File: config.mk
export PLATFORM = sky130hd
export DESIGN_NAME = instr_fetch_flat
export DESIGN_NICKNAME = d
export VERILOG_FILES = /design/src/rtl/instr_fetch_if.sv /design/src/rtl/instr_fetch.sv /design/src/flat_wrapper.sv
export SDC_FILE = /design/constraint.sdc
export NUM_CORES = 1
export LEC_CHECK = 0
export BUFFER_PORTS_ARGS = -buffer_cell sky130_fd_sc_hd__buf_2
export CAP_MARGIN = 20
export CORE_AREA = 3 3 129 94
export CTS_CLUSTER_SIZE = 8
export DETAILED_ROUTE_END_ITERATION = 16
export DIE_AREA = 0 0 132 97
export GPL_ROUTABILITY_DRIVEN = 0
export GPL_TIMING_DRIVEN = 0
export RECOVER_POWER = 50
export SLEW_MARGIN = 0
export SYNTH_ARGS = -nofsm -noshare
export SYNTH_HDL_FRONTEND = slang
export SYNTH_SLANG_ARGS = --single-unit
export TNS_END_PERCENT = 20
File: constraint.sdc
create_clock -name clk -period 2.8 [get_ports clk]
set_input_delay 0.56 -clock clk [delete_from_list [all_inputs] [get_ports clk]]
set_output_delay 0.56 -clock clk [all_outputs]
set_load 0.02 [all_outputs]
File: src/rtl/instr_fetch_if.sv
// Fetch-stage bus: instruction-memory read port and the decode valid/ready handshake.
// The fetch stage is the master. Decode and the ROM sit on the slave side.
interface instr_fetch_if #(
  parameter int ADDR_W  = 10,
  parameter int INSTR_W = 9
);
  logic [ADDR_W-1:0]  imem_addr;
  logic               imem_rd;
  logic [INSTR_W-1:0] imem_data;
  logic               dec_valid;
  logic [INSTR_W-1:0] dec_instr;
  logic [ADDR_W-1:0]  dec_pc;
  logic               dec_ready;

  modport master (
    output imem_addr, imem_rd, dec_valid, dec_instr, dec_pc,
    input  imem_data, dec_ready
  );

  modport slave (
    input  imem_addr, imem_rd, dec_valid, dec_instr, dec_pc,
    output imem_data, dec_ready
  );
endinterface

File: src/rtl/instr_fetch.sv
// Fetch stage: issues ROM reads at rp and buffers returning words in a 2-entry queue for decode.
// It stalls the PC when the queue plus the in-flight read would overflow, and flushes on redirect.
module instr_fetch #(
  parameter int ADDR_W  = 10,
  parameter int INSTR_W = 9,
  parameter int CNT_W   = 16
) (
  input  logic              clk,
  input  logic              start,
  input  logic [ADDR_W-1:0] rp,
  input  logic              redirect,
  instr_fetch_if.master     bus,
  output logic              pc_stall,
  output logic [CNT_W-1:0]  fetch_count
);

  logic [1:0]         occ_q, occ_d;
  logic               inf_q, inf_d;
  logic [ADDR_W-1:0]  inf_pc_q, inf_pc_d;
  logic [INSTR_W-1:0] q_instr_q [2];
  logic [INSTR_W-1:0] q_instr_d [2];
  logic [ADDR_W-1:0]  q_pc_q [2];
  logic [ADDR_W-1:0]  q_pc_d [2];
  logic [CNT_W-1:0]   fetch_count_q, fetch_count_d;

  logic       pop;
  logic       issue;
  logic [2:0] level;
  logic [1:0] tail;

  always_comb begin
    // NOTE: every always_comb target gets a default first, so no path leaves it unassigned and no latch is inferred.
    pop   = (occ_q != 2'd0) && bus.dec_ready;
    level = {1'b0, occ_q} - {2'b00, pop} + {2'b00, inf_q};
    issue = !start && !redirect && (level < 3'd2);
    tail  = occ_q - {1'b0, pop};

    occ_d         = occ_q;
    inf_d         = issue;
    inf_pc_d      = inf_pc_q;
    q_instr_d     = q_instr_q;
    q_pc_d        = q_pc_q;
    fetch_count_d = fetch_count_q + CNT_W'(pop);

    if (issue) inf_pc_d = rp;

    if (redirect) begin
      // Wrong-path entries and the in-flight word are dropped. A pop this cycle still counts.
      occ_d = 2'd0;
    end else begin
      if (pop) begin
        q_instr_d[0] = q_instr_q[1];
        q_pc_d[0]    = q_pc_q[1];
      end
      // The issue rule guarantees tail <= 1 whenever a word returns.
      if (inf_q) begin
        q_instr_d[tail[0]] = bus.imem_data;
        q_pc_d[tail[0]]    = inf_pc_q;
      end
      occ_d = tail + {1'b0, inf_q};
    end
  end

  always_ff @(posedge clk or posedge start) begin
    if (start) begin
      occ_q         <= 2'd0;
      inf_q         <= 1'b0;
      inf_pc_q      <= '0;
      // NOTE: the queue storage is reset too, because its head drives dec_instr/dec_pc, which must read 0 in reset.
      q_instr_q[0]  <= '0;
      q_instr_q[1]  <= '0;
      q_pc_q[0]     <= '0;
      q_pc_q[1]     <= '0;
      fetch_count_q <= '0;
    end else begin
      // NOTE: state updates use non-blocking assignments, so all flops sample pre-edge values together.
      occ_q         <= occ_d;
      inf_q         <= inf_d;
      inf_pc_q      <= inf_pc_d;
      q_instr_q     <= q_instr_d;
      q_pc_q        <= q_pc_d;
      fetch_count_q <= fetch_count_d;
    end
  end

  assign bus.imem_addr = rp;
  assign bus.imem_rd   = issue;
  assign bus.dec_valid = (occ_q != 2'd0);
  assign bus.dec_instr = q_instr_q[0];
  assign bus.dec_pc    = q_pc_q[0];
  assign pc_stall      = !start && !redirect && !issue;
  assign fetch_count   = fetch_count_q;

endmodule

File: src/flat_wrapper.sv
// flat-port wrapper written by rule: the top's interface ports become plain ports
module instr_fetch_flat 
#(
  parameter int ADDR_W  = 10,
  parameter int INSTR_W = 9,
  parameter int CNT_W   = 16
)
  (clk, start, rp, redirect, pc_stall, fetch_count, bus_imem_addr, bus_imem_rd, bus_dec_valid, bus_dec_instr, bus_dec_pc, bus_imem_data, bus_dec_ready);
  instr_fetch_if #(.ADDR_W(ADDR_W), .INSTR_W(INSTR_W)) bus_i ();
  input  logic clk;
  input  logic start;
  input  logic [ADDR_W-1:0] rp;
  input  logic redirect;
  output logic pc_stall;
  output logic [CNT_W-1:0] fetch_count;
  output wire logic [$bits(bus_i.imem_addr)-1:0] bus_imem_addr;
  output wire logic [$bits(bus_i.imem_rd)-1:0] bus_imem_rd;
  output wire logic [$bits(bus_i.dec_valid)-1:0] bus_dec_valid;
  output wire logic [$bits(bus_i.dec_instr)-1:0] bus_dec_instr;
  output wire logic [$bits(bus_i.dec_pc)-1:0] bus_dec_pc;
  input wire logic [$bits(bus_i.imem_data)-1:0] bus_imem_data;
  input wire logic [$bits(bus_i.dec_ready)-1:0] bus_dec_ready;
  assign bus_imem_addr = bus_i.imem_addr;
  assign bus_imem_rd = bus_i.imem_rd;
  assign bus_dec_valid = bus_i.dec_valid;
  assign bus_dec_instr = bus_i.dec_instr;
  assign bus_dec_pc = bus_i.dec_pc;
  assign bus_i.imem_data = bus_imem_data;
  assign bus_i.dec_ready = bus_dec_ready;
  instr_fetch #(.ADDR_W(ADDR_W), .INSTR_W(INSTR_W), .CNT_W(CNT_W)) u_core (.clk(clk), .start(start), .rp(rp), .redirect(redirect), .bus(bus_i), .pc_stall(pc_stall), .fetch_count(fetch_count));
endmodule
Word level (Yosys, flattened, before mapping)
Index checks and enable logic that the tools add are counted.
{"block": "classes", "add_sub_neg": 5, "order_cmp": 3, "n_reduce_logical": 10, "bitwise_logic": 2, "n_mux": 13}
{"op": "$mux W10", "count": 3}
{"op": "$mux W9", "count": 3}
{"op": "$bwmux W20", "count": 1}
{"op": "$mux W20", "count": 1}
{"op": "$bwmux W18", "count": 1}
{"op": "$mux W18", "count": 1}
{"op": "$add A16 B1 Y16", "count": 1}
{"op": "$demux W10 S1", "count": 1}
{"op": "$demux W9 S1", "count": 1}
{"op": "$logic_and A1 B1 Y1", "count": 5}
{"op": "$add A3 B1 Y3", "count": 1}
{"op": "$logic_not A1 Y1", "count": 3}
{"op": "$lt A3 B2 Y1 const B", "count": 1}
{"op": "$sub A2 B1 Y3", "count": 1}
{"op": "$add A2 B1 Y2", "count": 1}
{"op": "$ge A2 B2 Y1 const B", "count": 1}
{"op": "$lt A2 B1 Y1 const B", "count": 1}
{"op": "$mux W2", "count": 1}
{"op": "$not A1 Y2", "count": 1}
{"op": "$reduce_and A2 Y1", "count": 1}
{"op": "$reduce_bool A2 Y1", "count": 1}
{"op": "$sub A2 B1 Y2", "count": 1}
{"op": "$not A1 Y1", "count": 1}
{"block": "word_totals", "output_inout_bits": 48, "reg_bits": 67}

Logic depth before layout (Yosys ltp)
{"block": "depth", "depth_word": 10, "mapped_depth": 10, "depth_no_buf": 8}

Worst setup path before layout
No wires, ideal clock.
{"block": "synth_timing", "path_kind": "input to output", "start": "input port bus_dec_ready", "end": "output port pc_stall", "setup_slack_ns": -0.064, "required_time_ns": 2.240, "n_path_buf": 1, "path_stages": 8, "arrival_time_ns": 2.304, "cell_sequence": "nand3b_1 -> inv_2 -> clkbuf_1 -> or2_2 -> nand2_1 -> fa_1 -> xnor2_1 -> a21boi_0"}
{"block": "synth_between", "elab_chain_len": 7}
{"element": "from (decl)", "line_no": "flat_wrapper.sv:22", "source": "input wire logic [$bits(bus_i.dec_ready)-1:0] bus_dec_ready;"}
{"element": "$logic_and A1 B1 Y1", "line_no": "instr_fetch.sv:33", "source": "pop = (occ_q != 2'd0) && bus.dec_ready;"}
{"element": "$sub A2 B1 Y3", "line_no": "instr_fetch.sv:34", "source": "level = {1'b0, occ_q} - {2'b00, pop} + {2'b00, inf_q};"}
{"element": "$add A3 B1 Y3", "line_no": "instr_fetch.sv:34"}
{"element": "$lt A3 B2 Y1", "line_no": "instr_fetch.sv:35", "source": "issue = !start && !redirect && (level < 3'd2);"}
{"element": "$logic_and A1 B1 Y1", "line_no": "instr_fetch.sv:35"}
{"element": "$logic_not A1 Y1", "line_no": "instr_fetch.sv:91", "source": "assign pc_stall = !start && !redirect && !issue;"}
{"element": "$logic_and A1 B1 Y1", "line_no": "instr_fetch.sv:91"}
{"element": "to (decl)", "line_no": "flat_wrapper.sv:14", "source": "output logic pc_stall;"}
Every way passes these cells.

Worst setup path after layout
{"block": "layout_timing", "start": "register u_core.occ_q[0]", "end": "output port bus_imem_rd"}
{"block": "layout_between", "elab_chain_len": 6}
{"element": "from (decl)", "line_no": "instr_fetch.sv:17", "source": "logic [1:0] occ_q, occ_d;"}
{"element": "from (signal assigned)", "line_no": "instr_fetch.sv:66", "source": "occ_q <= 2'd0;"}
{"element": "from (signal assigned)", "line_no": "instr_fetch.sv:77", "source": "occ_q <= occ_d;"}
{"element": "$reduce_bool A2 Y1", "line_no": "instr_fetch.sv:33"}
{"element": "$logic_and A1 B1 Y1", "line_no": "instr_fetch.sv:33"}
{"element": "$sub A2 B1 Y3 *", "line_no": "instr_fetch.sv:34"}
{"element": "$add A3 B1 Y3 *", "line_no": "instr_fetch.sv:34"}
{"element": "$lt A3 B2 Y1 *", "line_no": "instr_fetch.sv:35"}
{"element": "$logic_and A1 B1 Y1 *", "line_no": "instr_fetch.sv:35"}
{"element": "to (decl)", "line_no": "flat_wrapper.sv:17", "source": "output wire logic [$bits(bus_i.imem_rd)-1:0] bus_imem_rd;"}
Mark *: on every way between the ends. The rest lies on a longest branch, timed or not.

==> key figures <==
Yosys
  • Seq/Total Area, Yosys: 53.3%
  • Cells taking the most area after synthesis: sky130_fd_sc_hd__dfrtp_1, sky130_fd_sc_hd__buf_4, sky130_fd_sc_hd__mux2_2
  • Syn_area_per_cell: ~13 um2
  • Yosys warning count: 0
  • Post-synthesis cell count: 242
  • Cell type with the largest total area after synthesis: sky130_fd_sc_hd__dfrtp_1
  • Number of synthesized register bits: 67
  • Dominant register cell in the synthesized netlist: sky130_fd_sc_hd__dfrtp_1
  • Number of synthesized flops with an enable pin: 0
  • Net count after synthesis: between 200 and 300
  • Number of distinct library cells after synthesis: 30
  • Async set or reset register ratio after synthesis: 100%
  • Netlist area before placement: roughly 3100 um2
  • Commonest cells in the synthesized netlist: sky130_fd_sc_hd__dfrtp_1, sky130_fd_sc_hd__buf_4, sky130_fd_sc_hd__a221o_1, sky130_fd_sc_hd__mux2_2, sky130_fd_sc_hd__nor4b_1
  • Share of the synthesized area in the top cell type: 53.3%
  • Most frequent cell after synthesis: sky130_fd_sc_hd__dfrtp_1

Worst setup path
  • Worst Setup End Kind: output pin
  • Worst Path Class, Setup: register to output pin
  • Logic depth of the worst path, buffers included: 9
  • Reg2reg start: u_core.occ_q[0]
  • Critical Path RT: 2.24 ns
  • Data arrival time at the worst-slack endpoint: about 2.2 ns
  • Worst Path Max Fanout: 4
  • Critical-path cell list: nand3b_1 -> inv_4 -> or2_4 -> nand2_2 -> fa_2 -> xnor2_2 -> nand3_2 -> inv_2 -> buf_6
  • Depth of the most critical reg-to-reg path: 10
  • Master of the slowest instance on the critical path: sky130_fd_sc_hd__fa_2
  • Cell family contributing the most delay on the critical path: simple AND/OR/NAND/NOR gates
  • Reg-to-reg setup timing slack: 0.41 ns
  • Kind of start point of the critical path: register
  • Peak per-stage delay on the critical path: 0.41 ns
  • Reg-to-Reg End: u_core.inf_pc_q[5]
  • Buf+Inv Stages, Crit Path: 3

CTS
  • CTS tree: yes
  • Clock root buffer: sky130_fd_sc_hd__clkbuf_16
  • H-tree level count: 3
  • Clock Pin Slew Worst Setup and Hold Paths: 0.05 ns
  • Worst-Skew Late Latency: 0.33 ns
  • Number of sinks on the clock net: 67
  • Clock buffers created by TritonCTS: 9
  • Maximum clock path buffer count: 2

STA
  • Clock period minus worst slack: 2.77 ns
  • Min setup slack post-route: between 0.03 and 0.04 ns
  • Total count of hold-check failures in the final report: 0
  • Maximum clock rate: 361 MHz
  • Worst slew margin: 3.23%
  • Fin. max-slew vios: 0
  • Final setup violating endpoints: 0
  • Worst Tran Pin Value: about 1.4 ns
  • Clock Skew: 0.00372 ns
  • Fraction of the cycle the final worst path needs: between 90 and 100%
  • Unrepaired setup endpoints after global routing: yes

Place
  • Post-detail-place hpwl: around 5000 um
  • Post-Place Worst Slack: -0.595 ns
  • Placed instance count: 465
  • Port buffer count: 70

Die
  • Area inside the core boundary: 10,900 um2
  • Floorplan die area: 12,800 um2
  • Vertical die dimension: 97 um
  • Initial core utilization: 28.8%
  • Die outline width: 132 um
  • Row cnt: 32
  • I/O pin count: 71

Pwr
  • Sequential share of power: 40.7%
  • Total net switching power: 1080 uW
  • Highest ir drop seen on vdd: 0.366 mV
  • Combinational cell fraction of total power: 29.4%
  • Cell Pwr Density: 898 nW/um2
  • Cell-internal power: roughly 2600 uW
  • Portion of total power attributed to the clock network: 29.9%
  • Sw Ratio: 29.6%
  • Cell leakage power: 0.00195 uW

Global routing
  • Met3 capacity usage during global routing: a little over 5%
  • Met1 layer usage reported by global route: 16.8%
  • Met2 track demand over resource in global routing: about 17%
  • Vias in the first global route: 2,315
  • Antenna violations before repair: 0
  • Layer with the highest usage after global routing: met2
  • Total routing usage reported by global routing: approximately an eighth
  • Total gr overflow: 0
  • Pin count of the biggest net entering global routing: 68
  • Global-route wire length before repair: around 12,000 um

Drt
  • Count of vias placed by the detailed router: ~2,200
  • Number of nets still failing antenna checks after routing: 0
  • Post-detailed-route DRC marker count: 0
  • Number of design-rule violations left by the first detailed-router iteration: 80
  • Wirelength, routed: roughly 7500 um
  • Wire per inst: 15.4 um
  • Vias per cell: approximately 4.6
  • Detailed-routing iteration count for the pre-antenna-repair pass: 4

Layout
  • Nets@finish: between 300 and 400
  • Total inserted antenna cells: 0
  • Filler cell count: 1,098
  • Fraction of final layout cells sized beyond drive strength 1: 44.5%
  • Non-filler instance count after layout: 488
  • Growth of design area from synthesis to finish: 29.5%

Worst hold path
  • Hold Path Origin: u_core.fetch_count[15]
  • Hold Path Class: register to register
  • Cell depth of the worst hold path: 1
  • Hold Path End: u_core.fetch_count[15]

Status
  • Outcome: finished clean

Job
  • Max cap viols: 0
==> timing repair <==
item,4_1_cts,5_1_grt
setup buffers,8,4
pin swaps,3,5
setup endpoints to repair,11,2
endpoints found under the hold margin,0,0
resized for setup,15,5
hold buffers,0,0
==> metal layers <==
layer / part of all wire, % / up-vias
li1: - / 1037
met1: 47 / 1120
met2: 45 / 69
met3: 6.6 / 8
met4: 1.1 / 0
met5: 0 / -
==> cells in the final DEF (no fill, tap or decap), types with 2 or more instances in the layout <==
master	instances
sky130_fd_sc_hd__inv_2	2
sky130_fd_sc_hd__clkinv_2	2
sky130_fd_sc_hd__nor4_1	5
sky130_fd_sc_hd__mux2_2	19
sky130_fd_sc_hd__dfrtp_1	66
sky130_fd_sc_hd__xor2_1	9
sky130_fd_sc_hd__buf_2	47
sky130_fd_sc_hd__ha_1	4
sky130_fd_sc_hd__nor4b_1	19
sky130_fd_sc_hd__clkbuf_8	2
sky130_fd_sc_hd__buf_6	4
sky130_fd_sc_hd__buf_4	42
sky130_fd_sc_hd__nor3_1	3
sky130_fd_sc_hd__nand2b_1	2
sky130_fd_sc_hd__mux2_4	10
sky130_fd_sc_hd__nor2_1	5
sky130_fd_sc_hd__nand2_1	3
sky130_fd_sc_hd__nand4_1	4
sky130_fd_sc_hd__inv_1	5
sky130_fd_sc_hd__a221o_1	19
sky130_fd_sc_hd__clkbuf_1	27
sky130_fd_sc_hd__nand3_1	4
sky130_fd_sc_hd__xnor2_1	6
sky130_fd_sc_hd__clkbuf_16	9
==> power groups by stage <==
stage | registers, uW | logic [uW] | clock network (uW)
floorplan | 1470 | 777 | 0
global placement | 1490 | 1030 | 0
detailed placement | 1500 | 1060 | 0
CTS | 1490 | 1090 | 1130
global route | 1530 | 1160 | 1170
finish | 1490 | 1080 | 1090
==> cell type report <==
| cell class | instances | area, um2 | area share [%] |
|---|---|---|---|
| multi-input cells | 126 | 1180 | 29.0 |
| clock inverters | 3 | 40.0 | 0.983 |
| plain buffers | 39 | 290 | 7.13 |
| flip-flops and latches | 67 | 1680 | 41.2 |
| clock buffers | 11 | 243 | 5.96 |
| repair buffers | 81 | 417 | 10.2 |
| well taps | 153 | 191 | 4.70 |
| inverters | 8 | 32.5 | 0.799 |
==> how the worst max path moves through the flow <==
| stage | endpoint | start | slack [ns] |
|---|---|---|---|
| 3_3_place_gp | bus_imem_rd | bus_dec_ready | -0.59 |
| 6_report | bus_imem_rd | u_core.occ_q[0] | 0.03 |
| 2_1_floorplan | bus_imem_rd | bus_dec_ready | -0.03 |
| 5_1_grt | bus_imem_rd | u_core.occ_q[0] | -0.07 |
| 4_1_cts | pc_stall | u_core.occ_q[0] | 0.004 |
| 3_5_place_dp | bus_imem_rd | bus_dec_ready | -0.59 |
==> stage by stage <==
step / hold WS, ns / utilization (%) / power (uW) / setup TNS [ns] / area, um2
2_1_floorplan: 0.476 / - / 2240 / -0.0344 / 3140
3_3_place_gp: 0.456 / 33.7 / 2520 / -25.42 / 3690
3_5_place_dp: 0.462 / 33.7 / 2550 / -3.02 / 3690
4_1_cts: 0.458 / 37.3 / 3700 / 0 / 4080
5_1_grt: 0.465 / 37.2 / 3860 / -0.141 / 4070
6_report: 0.470 / 37.2 / 3660 / 0 / 4070
==> cells by family after synthesis <==
group | count (synthesis) | share of synthesized area (%)
fa+ha+maj | 5 | 2.23
flops | 67 | 53.3
simple gates | 52 | 10.9
compound gates | 24 | 7.40
mux | 29 | 11.6
xor+xnor | 16 | 4.46
buf+inv | 49 | 10.1
(Power assumes the default switching activity.)
